## config.mk

```make
export PLATFORM = sky130hd
export DESIGN_NAME = fir_stream_src_flat
export DESIGN_NICKNAME = d
export VERILOG_FILES = /design/src/rtl/fir_stream_src_pkg.sv /design/src/rtl/fir_stream_src_if.sv /design/src/rtl/fir_skid_buf.sv /design/src/rtl/fir_stream_src.sv /design/src/flat_wrapper.sv
export SDC_FILE = /design/constraint.sdc
export NUM_CORES = 1
export LEC_CHECK = 0
export ABC_AREA = 1
export CAP_MARGIN = 5
export CORE_MARGIN = 1
export CORE_UTILIZATION = 48
export DETAILED_ROUTE_END_ITERATION = 8
export GPL_ROUTABILITY_DRIVEN = 0
export PLACE_DENSITY = 0.74
export SLEW_MARGIN = 20
export SYNTH_ARGS = -nofsm -noshare
export SYNTH_HDL_FRONTEND = slang
export SYNTH_SLANG_ARGS = --single-unit
```

## constraint.sdc

```tcl
create_clock -name axis_clk -period 4 [get_ports axis_clk]
set_clock_uncertainty 0.05 [all_clocks]
set_input_delay 1.2 -clock axis_clk [delete_from_list [all_inputs] [get_ports axis_clk]]
set_output_delay 1.2 -clock axis_clk [all_outputs]
set_load 0.005 [all_outputs]
```

## src/rtl/fir_stream_src_pkg.sv

```systemverilog
// Shared definitions for the FIR stream source: state encoding and read stride.
package fir_stream_src_pkg;

    // Transfer controller states (legacy-compatible plain constants).
    localparam logic [1:0] S_IDLE = 2'd0;
    localparam logic [1:0] S_RUN  = 2'd1;
    localparam logic [1:0] S_DONE = 2'd2;

    // Each sample occupies one 32-bit BRAM word, so addresses advance by 4 bytes.
    localparam int BYTE_STRIDE = 4;

    // State entered from IDLE/DONE when a start is accepted.
    function automatic logic [1:0] start_target(input logic [31:0] len);
        return (len == 32'd0) ? S_DONE : S_RUN;
    endfunction

endpackage

```

## src/rtl/fir_stream_src_if.sv

```systemverilog
// AXI-Stream bundle between the sample source and the FIR core.
interface fir_stream_src_if #(
    parameter int pDATA_WIDTH = 32
);
    logic                   ss_tvalid;
    logic [pDATA_WIDTH-1:0] ss_tdata;
    logic                   ss_tlast;
    logic                   ss_tready;

    modport master (output ss_tvalid, ss_tdata, ss_tlast, input ss_tready);
    modport slave  (input ss_tvalid, ss_tdata, ss_tlast, output ss_tready);
endinterface

```

## src/rtl/fir_skid_buf.sv

```systemverilog
// Two-entry data+last buffer with valid/ready on both sides.
module fir_skid_buf #(
    parameter int pDATA_WIDTH = 32
) (
    input  logic                   clk,
    input  logic                   rst,
    input  logic                   i_valid,
    output logic                   o_ready,
    input  logic [pDATA_WIDTH-1:0] i_data,
    input  logic                   i_last,
    output logic                   o_valid,
    input  logic                   i_ready,
    output logic [pDATA_WIDTH-1:0] o_data,
    output logic                   o_last,
    output logic [1:0]             o_count
);
    logic [pDATA_WIDTH-1:0] r_data [2];
    logic [1:0]             r_last;
    logic                   r_wr_ptr;
    logic                   r_rd_ptr;
    logic [1:0]             r_count;
    logic                   w_push;
    logic                   w_pop;

    // A full buffer still accepts a write in the cycle its head drains.
    assign o_ready = (r_count != 2'd2) || i_ready;
    assign o_valid = (r_count != 2'd0);
    assign o_data  = r_data[r_rd_ptr];
    assign o_last  = o_valid && r_last[r_rd_ptr];
    assign o_count = r_count;
    assign w_push  = i_valid && o_ready;
    assign w_pop   = o_valid && i_ready;

    // Circular two-slot storage with occupancy count.
    always_ff @(posedge clk) begin
        if (rst) begin
            // NOTE: the data slots are reset too because the stream data output must read 0 after reset.
            for (int i = 0; i < 2; i++) r_data[i] <= '0;
            r_last   <= '0;
            r_wr_ptr <= 1'b0;
            r_rd_ptr <= 1'b0;
            r_count  <= 2'd0;
        end else begin
            if (w_push) begin
                r_data[r_wr_ptr] <= i_data;
                r_last[r_wr_ptr] <= i_last;
                r_wr_ptr         <= ~r_wr_ptr;
            end
            if (w_pop) r_rd_ptr <= ~r_rd_ptr;
            // NOTE: non-blocking updates keep every register reading its pre-edge value inside this block.
            r_count <= r_count + {1'b0, w_push} - {1'b0, w_pop};
        end
    end
endmodule

```

## src/rtl/fir_stream_src.sv

```systemverilog
// Streams data_length samples from a synchronous BRAM to the FIR over AXI-Stream.
module fir_stream_src
    import fir_stream_src_pkg::*;
#(
    parameter int pADDR_WIDTH = 12,
    parameter int pDATA_WIDTH = 32
) (
    input  logic                   axis_clk,
    input  logic                   axis_rst,
    input  logic                   start,
    input  logic [pADDR_WIDTH-1:0] base_addr,
    input  logic [31:0]            data_length,
    output logic                   busy,
    output logic                   done,
    output logic                   src_EN,
    output logic [3:0]             src_WE,
    output logic [pADDR_WIDTH-1:0] src_A,
    input  logic [pDATA_WIDTH-1:0] src_Do,
    fir_stream_src_if.master       ss
);
    logic [1:0]             r_state;
    logic [31:0]            r_len;
    logic [31:0]            r_rd_idx;
    logic [pADDR_WIDTH-1:0] r_addr;
    logic                   r_pending;    // read issued last cycle, data on src_Do now
    logic                   r_pend_last;  // that read was the final sample

    logic                   w_tvalid;
    logic [pDATA_WIDTH-1:0] w_tdata;
    logic                   w_tlast;
    logic                   w_skid_ready;
    logic [1:0]             w_buf_count;
    logic                   w_pop;
    logic [2:0]             w_occ_next;
    logic                   w_src_en;
    logic                   w_rd_is_last;

    assign w_pop        = w_tvalid && ss.ss_tready;
    // Slots held after this edge: in-flight plus buffered, minus the beat leaving now.
    assign w_occ_next   = 3'(r_pending) + 3'(w_buf_count) - 3'(w_pop);
    assign w_src_en     = (r_state == S_RUN) && (r_rd_idx != r_len) && (w_occ_next < 3'd2);
    assign w_rd_is_last = (r_rd_idx == r_len - 32'd1);

    assign src_EN = w_src_en;
    assign src_WE = 4'b0000;
    assign src_A  = r_addr;
    assign busy   = (r_state == S_RUN);
    assign done   = (r_state == S_DONE);

    assign ss.ss_tvalid = w_tvalid;
    assign ss.ss_tdata  = w_tdata;
    assign ss.ss_tlast  = w_tlast;

    fir_skid_buf #(.pDATA_WIDTH(pDATA_WIDTH)) u_skid (
        .clk     (axis_clk),
        .rst     (axis_rst),
        .i_valid (r_pending),
        .o_ready (w_skid_ready),
        .i_data  (src_Do),
        .i_last  (r_pend_last),
        .o_valid (w_tvalid),
        .i_ready (ss.ss_tready),
        .o_data  (w_tdata),
        .o_last  (w_tlast),
        .o_count (w_buf_count)
    );

    // Credit accounting must never let returning read data meet a full buffer.
    assert property (@(posedge axis_clk) disable iff (axis_rst) r_pending |-> w_skid_ready);

    // Transfer control: start acceptance, read issue, and completion on the last beat.
    always_ff @(posedge axis_clk) begin
        if (axis_rst) begin
            r_state     <= S_IDLE;
            r_len       <= 32'd0;
            r_rd_idx    <= 32'd0;
            r_addr      <= '0;
            r_pending   <= 1'b0;
            r_pend_last <= 1'b0;
        end else begin
            r_pending   <= w_src_en;
            r_pend_last <= w_src_en && w_rd_is_last;
            case (r_state)
                S_RUN: begin
                    if (w_src_en) begin
                        r_rd_idx <= r_rd_idx + 32'd1;
                        r_addr   <= r_addr + pADDR_WIDTH'(BYTE_STRIDE);
                    end
                    if (w_pop && w_tlast) r_state <= S_DONE;
                end
                default: begin
                    if (start) begin
                        r_state  <= start_target(data_length);
                        r_len    <= data_length;
                        r_rd_idx <= 32'd0;
                        r_addr   <= base_addr;
                    end
                end
            endcase
        end
    end
endmodule

```

## src/flat_wrapper.sv

```systemverilog
// flat-port wrapper written by rule: the top's interface ports become plain ports
module fir_stream_src_flat import fir_stream_src_pkg::*;
#(
    parameter int pADDR_WIDTH = 12,
    parameter int pDATA_WIDTH = 32
)
  (axis_clk, axis_rst, start, base_addr, data_length, busy, done, src_EN, src_WE, src_A, src_Do, ss_ss_tvalid, ss_ss_tdata, ss_ss_tlast, ss_ss_tready);
  fir_stream_src_if #(.pDATA_WIDTH(pDATA_WIDTH)) ss_i ();
  input  logic axis_clk;
  input  logic axis_rst;
  input  logic start;
  input  logic [pADDR_WIDTH-1:0] base_addr;
  input  logic [31:0] data_length;
  output logic busy;
  output logic done;
  output logic src_EN;
  output logic [3:0] src_WE;
  output logic [pADDR_WIDTH-1:0] src_A;
  input  logic [pDATA_WIDTH-1:0] src_Do;
  output wire logic [$bits(ss_i.ss_tvalid)-1:0] ss_ss_tvalid;
  output wire logic [$bits(ss_i.ss_tdata)-1:0] ss_ss_tdata;
  output wire logic [$bits(ss_i.ss_tlast)-1:0] ss_ss_tlast;
  input wire logic [$bits(ss_i.ss_tready)-1:0] ss_ss_tready;
  assign ss_ss_tvalid = ss_i.ss_tvalid;
  assign ss_ss_tdata = ss_i.ss_tdata;
  assign ss_ss_tlast = ss_i.ss_tlast;
  assign ss_i.ss_tready = ss_ss_tready;
  fir_stream_src #(.pADDR_WIDTH(pADDR_WIDTH), .pDATA_WIDTH(pDATA_WIDTH)) u_core (.axis_clk(axis_clk), .axis_rst(axis_rst), .start(start), .base_addr(base_addr), .data_length(data_length), .busy(busy), .done(done), .src_EN(src_EN), .src_WE(src_WE), .src_A(src_A), .src_Do(src_Do), .ss(ss_i));
endmodule
```

# After elaboration in Yosys (flattened, before gate mapping)
# Memory sizes are Yosys's and may differ from the RTL's. A register that Yosys moved wholly into a read port is not among the register bits.
# Cells that the tools add are included.
[word_totals] mem_bits_rw=64 out_inout_bits=53 inputBits=80 mem_count=1 reg_bits=86
[op_classes] n_lt_le_gt_ge=4 addsub=7 reduce_logical=16 mux=25 bitwise_logic=3 eq_ne=7
[memory_table] memory="u_core.u_skid.r_data" words=2 word_bits=32 read_ports=1 rd_clocked_by_memory_dff=1 write_ports=2 line="fir_skid_buf.sv:17" text="logic [pDATA_WIDTH-1:0] r_data [2];"
[op_table] operator="$mux 32" n=4
[op_table] operator="$mux 12" n=3
[op_table] operator="$add 32x1->32 const B" n=1
[op_table] operator="$eq 32x32->1" n=1
[op_table] operator="$logic_not 32->1" n=1
[op_table] operator="$ne 32x32->1" n=1
[op_table] operator="$reduce_or 32->1" n=1
[op_table] operator="$sub 32x1->32 const B" n=1
[op_table] operator="$add 12x3->12 const B" n=1
[op_table] operator="$mux 1" n=12
[op_table] operator="$logic_and 1x1->1" n=8
[op_table] operator="$mux 2" n=4
[op_table] operator="$reduce_and 2->1" n=3
[op_table] operator="$lt 1x2->1 const B" n=2
[op_table] operator="$ne 2x1->1 const B" n=2
[op_table] operator="$reduce_bool 2->1" n=2
[op_table] operator="$add 1x2->3" n=1
[op_table] operator="$lt 3x2->1 const B" n=1
[op_table] operator="$not 1->1" n=3
[op_table] operator="$sub 3x1->3" n=1
[op_table] operator="$add 2x1->2" n=1
[op_table] operator="$bwmux 2" n=1
[op_table] operator="$eq 2x1->1 const B" n=1
[op_table] operator="$eq 2x2->1 const B" n=1
[op_table] operator="5 further kinds" n=5

# Logic depth before layout (Yosys ltp)
# Gate-level depths: netlist of the first run.
[logic_depth] depth_word=8 mapped_depth=14 mapped_depth_nobuf=14

# Cells and area by module
# Synthesis of the first run repeated with hierarchy kept, for this count alone.
[hier_totals] cells_unflattened=1197 hier_area_um2=8919.8
[by_module_without_submodules] module="fir_stream_src" area_each_um2=5804.3 cells_each=949 n_inst=1
[by_module_without_submodules] module="fir_skid_buf" area_each_um2=3115.5 cells_each=248 n_inst=1

# Worst setup path after synthesis of the first run
# No wires, ideal clock.
[synth_timing] path_type="input to output" from="input ss_ss_tready" to="output src_EN" required_time_ns=2.750 cell_stages=11 path_buffers=1 arrival_time_ns=2.841 path_slack_ns=-0.091 cell_sequence="inv_1 nor2_1 ha_1 inv_1 nand2_1 fa_1 xor2_1 nor2_1 nand2_4 buf_6 inv_1"
[synth_between] elab_chain_cells=4
[synth_lines] element="from (decl)" line="flat_wrapper.sv:23" text="input wire logic [$bits(ss_i.ss_tready)-1:0] ss_ss_tready;"
[synth_lines] element="$logic_and 1x1->1"
[synth_lines] element="net u_core.u_skid.w_pop" line="fir_skid_buf.sv:23" text="logic w_pop;"
[synth_lines] element="$sub 3x1->3" line="fir_stream_src.sv:40" text="assign w_occ_next = 3'(r_pending) + 3'(w_buf_count) - 3'(w_pop);"
[synth_lines] element="$lt 3x2->1" line="fir_stream_src.sv:41" text="assign w_src_en = (r_state == S_RUN) && (r_rd_idx != r_len) && (w_occ_next < 3'd2);"
[synth_lines] element="$logic_and 1x1->1" line="fir_stream_src.sv:41"
[synth_lines] element="to (decl)" line="flat_wrapper.sv:16" text="output logic src_EN;"
# The timed path passes the listed nets, and every way through them passes these cells.

# Worst setup path after layout of the first run
# Ends and elaborated chain as after synthesis.

==> results.tsv, run 1 <==
stage	metric	value	unit
layout	area_delta_synth_final	23.7	%
clock_network	clk_latency	0.43	ns
worst_setup_path	regToRegSetupSlack	1.26	ns
layout	drive_above_1_share	0.0930	
global_route	grt_pass1_vias	7600	
yosys	avgSynthCellArea	7.28	sq um
clock_network	cts_tree	done	
worst_setup_path	crit_chain	buf_6 > inv_2 > nor2_4 > ha_4 > inv_2 > nand2_2 > fa_2 > nand2_1 > nor2_2 > nand2_4 > inv_2 > buf_2	
layout	final_nets	1407	
die	die_area	18800	sq um
worst_setup_path	cp-endpoint	src_EN	
worst_setup_path	crit_required	2.75	ns
power	p_total	4.60	mW
clock_network	htreeDepth	4	
placement	dp_cells	1530	
min_path	hp-class	reg2reg	
layout	utilization	0.605	
worst_setup_path	critPathSlowestCell	fa_2	
sta	hold_viol_final	0	
sta	setup_viol	0	
sta	slew_violations	0	
sta	worstMarginPinSlew	0.607	ns
layout	n_antenna_cell	0	
worst_setup_path	critical_path_depth	12	
global_route	grt_start_max_net_pins	60	
clock_network	clk_pin_slew	0.07	ns
clock_network	cts_made_buffers	17	
worst_setup_path	cp.arrival	2.66	ns
sta	holdWs	0.424	ns
placement	dpl.hpwl	17.3	mm
yosys	yosysWarnings	0	
route	routed_wl	23.7	mm
placement	dp_worst_setup_slack	-0.811	ns
global_route	overflow	0	
route	vias_per_cell	5.24	
clock_network	clock-sinks	151	
yosys	yosysSeqAreaShare	0.418	
worst_setup_path	crit_family	adder cells	
worst_setup_path	cpMostUsedCell	inv_2	
route	vias	8191	
worst_setup_path	startpoint	ss_ss_tready	
clock_network	root_buffer	clkbuf_16	
sta	setup_ws	0.0873	ns
die	start_util	0.490	
layout	final_cell_area	10800	sq um
worst_setup_path	path_class	in2out	
yosys	ys_ff_latch	151	
route	detail-route-antenna-nets	0	
sta	maxSlewHeadroom	0.592	
worst_setup_path	r2r-end	u_core.r_rd_idx[15]	
route	post-route-drc-count	0	
placement	placed_area	10200	sq um
flow_run	drv_cap	0	
worst_setup_path	critPathMaxStageDelay	0.56	ns
die	die_height	137	microns
worst_setup_path	crit_path_max_fanout	2	
outcome	status	finished clean	
route	drt_iter0_markers	715	
global_route	antenna_found_initial	0	
layout	finalNonFillerCells	1562	
sta	period_needed	3.91	ns
worst_setup_path	worstRegToRegCells	14	
worst_setup_path	r2r_start	u_core.u_skid.o_count[0]	
yosys	yosysUniqueCellTypes	41	
global_route	grt_pass1_wl	37.3	mm
power	p_per_area	424	nW/um^2
die	io_pins	133	
sta	fmax	256	MHz
clock_network	holdBufCountCts	0	
sta	setup_tns	0	ns
yosys	synthCells	1204	
route	dr.pass1.iters	5	
placement	portBuffers	128	
worst_setup_path	start_kind	primary input	
yosys	synth_area	8760	sq um
worst_setup_path	cp-end-kind	output pin	
sta	fin_crit_sh	0.978	
worst_setup_path	crit_buf_inv	5	
global_route	grtUsageTotal	0.257	
die	die_x	137	microns
route	wl_per_cell	15.2	microns
power	power.leakage	4.33	nW
clock_network	clockBufferDepth	2	
die	coreArea	17900	sq um
die	rows	49	
power	vdd_drop_max	0.319	mV
==> power breakdown <==
part	switching (mW)	internal (mW)	leakage (nW)	total, mW
Combinational	0.645	0.563	2.67	1.21
Sequential	0.0896	1.73	1.37	1.82
Clock	0.743	0.831	0.283	1.57
Total	1.48	3.12	4.33	4.60
==> state kept, by name, indices dropped and copies added (netlist names), named ones only <==
signal	count
u_core.r_state	2
u_core.src_A	12
u_core.r_pending	1
u_core.r_pend_last	1
u_core.u_skid.r_wr_ptr	1
u_core.u_skid.r_last	2
u_core.r_len	32
u_core.u_skid.r_data	64
u_core.u_skid.r_rd_ptr	1
u_core.r_rd_idx	32
u_core.u_skid.o_count	2
==> logic make-up (layout without fill, tap and decap cells) <==
logic type / Yosys count / after routing / synth area share
and+or+nand+nor: 659 / 659 / 0.312
buffers and inverters: 176 / 302 / 0.0845
DFF: 151 / 151 / 0.418
AOI/OAI and AO/OA: 122 / 122 / 0.0737
xor gates and xnor gates: 55 / 55 / 0.0584
muxes: 33 / 33 / 0.0423
adders and majority gates: 7 / 7 / 0.0108
other: 1 / 4 / 0.000428
==> area by class of cell <==
type | instances | area [sq um]
fill | 1636 | 7060
multi-input combinational | 880 | 4400
sequential | 151 | 3660
timing repair buffer | 148 | 1450
inverter | 122 | 458
clock buffer | 17 | 425
tap | 229 | 287
clock inverter | 15 | 151
==> cells in the final DEF (no fill, tap or decap), types with 2 or more instances in the layout <==
cell,synthesis,routed
a21oi_1,57,57
a21oi_2,3,3
buf_12,0,2
buf_4,6,18
clkbuf_16,0,17
clkdlybuf4s50_1,0,126
clkinv_1,4,4
clkinv_8,0,2
conb_1,1,4
dfxtp_1,87,87
edfxtp_1,64,64
ha_1,6,5
inv_1,112,109
inv_2,6,9
inv_6,0,6
inv_8,0,4
mux2_2,32,32
nand2_1,251,249
nand2_2,3,5
nand2_4,2,2
nand3_1,73,73
nand3b_1,4,4
nand4_1,16,16
nor2_1,269,267
nor2_2,7,8
nor3_1,20,20
nor4_1,9,9
o21ai_0,50,50
o21bai_1,3,3
o22ai_1,2,2
o31ai_1,4,4
or2_2,2,2
xnor2_1,25,25
xnor2_2,4,4
xor2_1,26,26
==> worst reg2reg max path, delay by kind of cell, from the launching register on <==
kind	cells	cell delay (ns)
fa+ha+maj	2	0.59
simple gates	7	0.74
buf+inv	3	0.64
flops	1	0.34
compound gates	1	0.06
xor+xnor	1	0.18
==> per-layer routing <==
metal	global-route usage	vias to the layer above	wire length [microns]
met1	0.337	3774	10500
met5	0	-	0
met2	0.414	269	10900
met4	0.114	0	697
met3	0.0433	54	1580
li1	-	4094	-
==> timing repair <==
item,in CTS,in global routing
cloned,0,0
setup endpoints to repair,1,1
endpoints found under the hold margin,0,0
gates resized for setup,12,4
buffers inserted,0,0
pin swaps,4,2
==> worst min path at each step <==
stage | startpoint | to | slack (ns) | cells past startpoint
after floorplan | u_core.u_skid.r_wr_ptr | u_core.u_skid.r_wr_ptr | 0.40 | 2
after global placement | u_core.u_skid.r_wr_ptr | u_core.u_skid.r_wr_ptr | 0.41 | 2
after detailed placement | u_core.u_skid.r_wr_ptr | u_core.u_skid.r_wr_ptr | 0.41 | 2
after CTS | u_core.u_skid.r_wr_ptr | u_core.u_skid.r_wr_ptr | 0.42 | 2
after global routing | u_core.u_skid.r_wr_ptr | u_core.u_skid.r_wr_ptr | 0.45 | 2
final | u_core.u_skid.r_wr_ptr | u_core.u_skid.r_wr_ptr | 0.42 | 2
==> Yosys cell counts (all sizes together) <==
master  number  share of area
nor2       276           0.12
nand2      256           0.11
inv        118          0.051
dfxtp       87           0.20
nand3       73          0.042
edfxtp      64           0.22
a21oi       60          0.036
o21ai       51          0.029
mux2        32          0.041
buf         31          0.022
xnor2       29          0.032
xor2        26          0.026
clkbuf      23         0.0098
nor3        22          0.014
nand4       16          0.011
nor4         9         0.0064
ha           6         0.0086
clkinv       4         0.0017
nand3b       4         0.0034
o31ai        4         0.0034
o21bai       3         0.0026
o22ai        2         0.0014
or2          2         0.0014
a31oi        1        0.00071
and3         1        0.00071
conb         1        0.00043
fa           1         0.0023
mux2i        1         0.0011
o21a         1        0.00086
(Power assumes the default switching activity.)
==> run 2: changes to the inputs <==
- PLACE_DENSITY: 0.74 -> 0.71
- clock period: 4 -> 4.8 ns (I/O delays scaled with it)
==> results.tsv, run 2 (same netlist as run 1, synthesis figures left out) <==
stage	metric	value	unit
die	die_area	18800	sq um
layout	drive_above_1_share	0.0859	
worst_setup_path	cp-end-kind	output pin	
global_route	grt_start_max_net_pins	66	
die	coreArea	17900	sq um
sta	rsz0062_at_grt	no	
die	die_height	137	microns
power	clock_power_share	0.358	
route	detail-route-antenna-nets	0	
worst_setup_path	cpMostUsedCell	inv_1	
sta	period_needed	4.69	ns
clock_network	htreeDepth	4	
layout	final_cell_area	10800	sq um
worst_setup_path	crit_buf_inv	5	
sta	slew_violations	0	
layout	final_cell_mix	nor2_1 (267), nand2_1 (249), clkdlybuf4s50_1 (126)	
flow_run	drv_cap	0	
layout	final_common_cell	nor2_1	
worst_setup_path	regToRegSetupSlack	1.88	ns
die	io_pins	133	
clock_network	postCtsSetupRepairBufs	0	
layout	finalNonFillerCells	1556	
clock_network	cts_tree	done	
power	p_total	3.87	mW
placement	portBuffers	128	
clock_network	clock-sinks	151	
worst_setup_path	cp.arrival	3.20	ns
layout	n_antenna_cell	0	
worst_setup_path	start_kind	primary input	
worst_setup_path	crit_family	adder cells	
die	die_x	137	microns
worst_setup_path	crit_required	3.31	ns
placement	dpl.hpwl	16.9	mm
worst_setup_path	worstRegToRegCells	14	
power	internal_power	2.64	mW
route	post-route-drc-count	0	
sta	setup_viol	0	
power	power.leakage	4.31	nW
power	seqPwrFrac	0.393	
clock_network	root_buffer	clkbuf_16	
worst_setup_path	critPathSlowestCell	fa_2	
power	vdd_drop_max	0.259	mV
worst_setup_path	crit_chain	dlygate4sd2_1 > inv_1 > nor2_2 > ha_1 > inv_1 > nand2_1 > fa_2 > nand2_2 > nor2_4 > nand2_4 > inv_2 > clkdlybuf4s15_2	
power	p_per_area	358	nW/um^2
clock_network	clk_pin_slew	0.07	ns
clock_network	holdBufCountCts	0	
sta	fmax	213	MHz
global_route	antenna_found_initial	0	
layout	final_nets	1401	
clock_network	clk_latency	0.43	ns
route	vias_per_cell	5.21	
layout	regMostFlops	u_core.u_skid.r_data	
route	wl_per_cell	14.9	microns
layout	biggestRegsByFlops	u_core.u_skid.r_data (64), u_core.r_len (32), u_core.r_rd_idx (32)	
power	p_switching	1.23	mW
sta	fin_crit_sh	0.977	
outcome	status	finished clean	
min_path	hp-class	reg2reg	
layout	largest_register_ffs	64	
sta	maxSlewHeadroom	0.583	
global_route	grt_pass1_vias	7550	
route	vias	8101	
clock_network	clockBufferDepth	2	
layout	area_delta_synth_final	23.3	%
sta	hold_viol_final	0	
layout	utilization	0.604	
die	start_util	0.490	
sta	worstMarginPinSlew	0.620	ns
route	routed_wl	23.3	mm
min_path	holdPathStages	2	
placement	dp_cells	1524	
worst_setup_path	critPathMaxStageDelay	0.53	ns
worst_setup_path	crit_path_max_fanout	2	
power	combPwrFrac	0.250	
global_route	grtUsageTotal	0.255	
sta	holdWs	0.440	ns
placement	placed_area	10200	sq um
power	sw_frac_of_total	0.317	
route	drt_iter0_markers	573	
die	rows	49	
worst_setup_path	critical_path_depth	12	
global_route	grt_pass1_wl	37.0	mm
global_route	overflow	0	
worst_setup_path	path_class	in2out	
route	dr.pass1.iters	5	
clock_network	cts_made_buffers	17	
==> run 2: final timing paths <==
path	start	endpoint
min reg2reg	u_core.u_skid.r_wr_ptr	u_core.u_skid.r_wr_ptr
min	u_core.u_skid.r_wr_ptr	u_core.u_skid.r_wr_ptr
max	ss_ss_tready	src_EN
max reg2reg	u_core.u_skid.o_count[1]	u_core.r_rd_idx[29]
==> run 2: area by class of cell <==
type	instances	area [sq um]
inverter	122	458
fill	1617	7100
tap	229	287
timing repair buffer	142	1400
clock inverter	15	184
sequential	151	3660
clock buffer	17	425
multi-input combinational	880	4390
==> run 2: timing repair <==
action,in CTS,in global routing
setup endpoints to repair,1,1
pin swaps,2,2
gates resized for setup,7,3
==> run 2: worst min-delay path: cells and delay by family, from the launching register on <==
| family | cells | cell delay, ns |
|---|---|---|
| compound gates | 1 | 0.06 |
| buf+inv | 1 | 0.07 |
| flops | 1 | 0.31 |
==> run 2: metrics by stage <==
step / TNS, ns / worst slack [ns]
detailed placement: -0.530 / -0.530
global placement: -0.529 / -0.529
floorplan: 0 / 0.229
global route: 0 / 0.0167
finish: 0 / 0.111
CTS: 0 / 0.0657
==> run 2: routing by layer <==
layer,vias to the layer above,wire length [microns],GRT usage,share of wire
li1,4085,-,-,-
met1,3725,10400,0.336,0.45
met2,251,11000,0.414,0.47
met3,40,1420,0.0478,0.061
met4,0,482,0.0922,0.021
met5,-,0,0,0
==> run 2: power by group through the flow <==
stage          sequential, mW  clock (mW)  combinational, mW
3_3_place_gp             1.54           0              0.944
3_5_place_dp             1.55           0              0.952
5_1_grt                  1.53        1.45               1.07
2_1_floorplan            1.53           0              0.593
6_report                 1.52        1.38              0.966
4_1_cts                  1.52        1.40              0.962
==> run 3: changes to the inputs <==
- CTS_BUF_LIST: not set -> sky130_fd_sc_hd__clkbuf_4
==> results.tsv, run 3 (same netlist as run 1, synthesis figures left out) <==
stage	metric	value	unit
die	coreArea	17900	sq um
route	post-route-drc-count	0	
min_path	holdPathStages	2	
flow_run	drv_cap	0	
sta	maxSlewHeadroom	0.519	
power	power.leakage	4.18	nW
clock_network	root_buffer	clkbuf_4	
die	start_util	0.490	
layout	final_cell_area	10500	sq um
clock_network	htreeDepth	4	
layout	final_cell_mix	nor2_1 (267), nand2_1 (249), clkdlybuf4s50_1 (126)	
sta	fmax	213	MHz
sta	fin_crit_sh	0.977	
power	p_per_area	318	nW/um^2
clock_network	cts_made_buffers	17	
clock_network	postCtsSetupRepairBufs	0	
worst_setup_path	regToRegSetupSlack	1.86	ns
sta	setup_viol	0	
clock_network	clk_latency	0.58	ns
sta	rsz0062_at_grt	no	
sta	slew_violations	0	
die	io_pins	133	
clock_network	clockBufferDepth	2	
min_path	min_to	u_core.u_skid.r_wr_ptr	
worst_setup_path	worstRegToRegCells	14	
die	die_x	137	microns
min_path	hold_start	u_core.u_skid.r_wr_ptr	
clock_network	holdBufCountCts	0	
global_route	grt_pass1_wl	36.6	mm
route	drt_iter0_markers	612	
placement	dp_cells	1524	
worst_setup_path	cp-end-kind	output pin	
worst_setup_path	crit_path_max_fanout	2	
route	dr.pass1.iters	5	
route	routed_wl	23.0	mm
sta	period_needed	4.69	ns
outcome	status	finished clean	
sta	worstMarginPinSlew	0.714	ns
layout	biggestRegsByFlops	u_core.u_skid.r_data (64), u_core.r_len (32), u_core.r_rd_idx (32)	
die	die_area	18800	sq um
global_route	grt_pass1_vias	7504	
die	die_height	137	microns
clock_network	cts_tree	done	
layout	finalNonFillerCells	1558	
layout	final_nets	1401	
worst_setup_path	path_class	in2out	
worst_setup_path	crit_required	3.31	ns
route	vias_per_cell	5.23	
layout	final_common_cell	nor2_1	
clock_network	clk_pin_slew	0.15	ns
global_route	overflow	0	
worst_setup_path	r2r-end	u_core.r_rd_idx[29]	
sta	hold_viol_final	0	
placement	placed_area	10200	sq um
worst_setup_path	r2r_start	u_core.u_skid.o_count[1]	
global_route	grtUsageTotal	0.252	
layout	largest_register_ffs	64	
min_path	hp-class	reg2reg	
layout	drive_above_1_share	0.0859	
route	vias	8142	
layout	area_delta_synth_final	19.9	%
route	detail-route-antenna-nets	0	
global_route	antenna_found_initial	1	
layout	utilization	0.587	
die	rows	49	
layout	regMostFlops	u_core.u_skid.r_data	
power	vdd_drop_max	0.177	mV
global_route	grt_start_max_net_pins	66	
worst_setup_path	start_kind	primary input	
route	wl_per_cell	14.7	microns
worst_setup_path	cp.arrival	3.20	ns
placement	dpl.hpwl	16.9	mm
clock_network	clock-sinks	151	
placement	portBuffers	128	
run 3: cell count changes in the layout (fill, tap and decap cells not counted):
| cell | before | now |
|---|---|---|
| clkbuf_4 | 0 | 17 |
| diode_2 | 0 | 2 |
| clkbuf_16 | 17 | 0 |
run 3: worst max-delay path by stage:
stage,from,endpoint,slack (ns),depth (start not counted)
finish,ss_ss_tready,src_EN,0.11,12
global route,ss_ss_tready,src_EN,0.02,12
CTS,ss_ss_tready,src_EN,0.07,12
floorplan,ss_ss_tready,src_EN,0.23,11
detailed placement,ss_ss_tready,src_EN,-0.53,12
global placement,ss_ss_tready,src_EN,-0.53,12
run 3: area by class of cell:
class                      count  area [sq um]
antenna                        2          5.00
clock buffer                  17           128
multi-input combinational    880          4390
fill                        1671          7390
clock inverter                15           184
inverter                     122           458
timing repair buffer         142          1400
tap                          229           287
sequential                   151          3660
run 3: timing repair:
action,CTS,global route
pin swaps,2,2
resized for setup,7,3
endpoints found under the setup margin,1,1
run 3: per-layer routing:
layer  routed length (microns)  vias up  share of wire  GRT usage
met3                      1520       33          0.066     0.0530
met2                     10900      274           0.48      0.417
li1                          -     4084              -          -
met5                         0        -              0          0
met1                     10100     3751           0.44      0.330
met4                       401        0          0.017     0.0763
run 3: metrics by stage:
stage          power (mW)  worst slack [ns]  TNS [ns]  hold slack [ns]
3_5_place_dp         2.50            -0.530    -0.530            0.423
5_1_grt              3.53            0.0167         0            0.471
4_1_cts              3.36            0.0657         0            0.442
2_1_floorplan        2.12             0.229         0            0.397
6_report             3.34             0.110         0            0.440
3_3_place_gp         2.49            -0.529    -0.529            0.407
run 3: where the power goes:
group          internal [mW]  switching [mW]  leakage (nW)
logic                  0.450           0.514          2.64
registers               1.44          0.0806          1.37
clock network          0.297           0.558         0.167
total                   2.18            1.15          4.18
run 3: critical path, cell delays in order:
cell and delay, ns:
dlygate4sd2_1 0.24, inv_1 0.06, nor2_2 0.04, ha_1 0.27, inv_1 0.05, nand2_1 0.06
fa_2 0.53, nand2_2 0.07, nor2_4 0.14, nand2_4 0.06, inv_2 0.05, clkdlybuf4s15_2 0.19
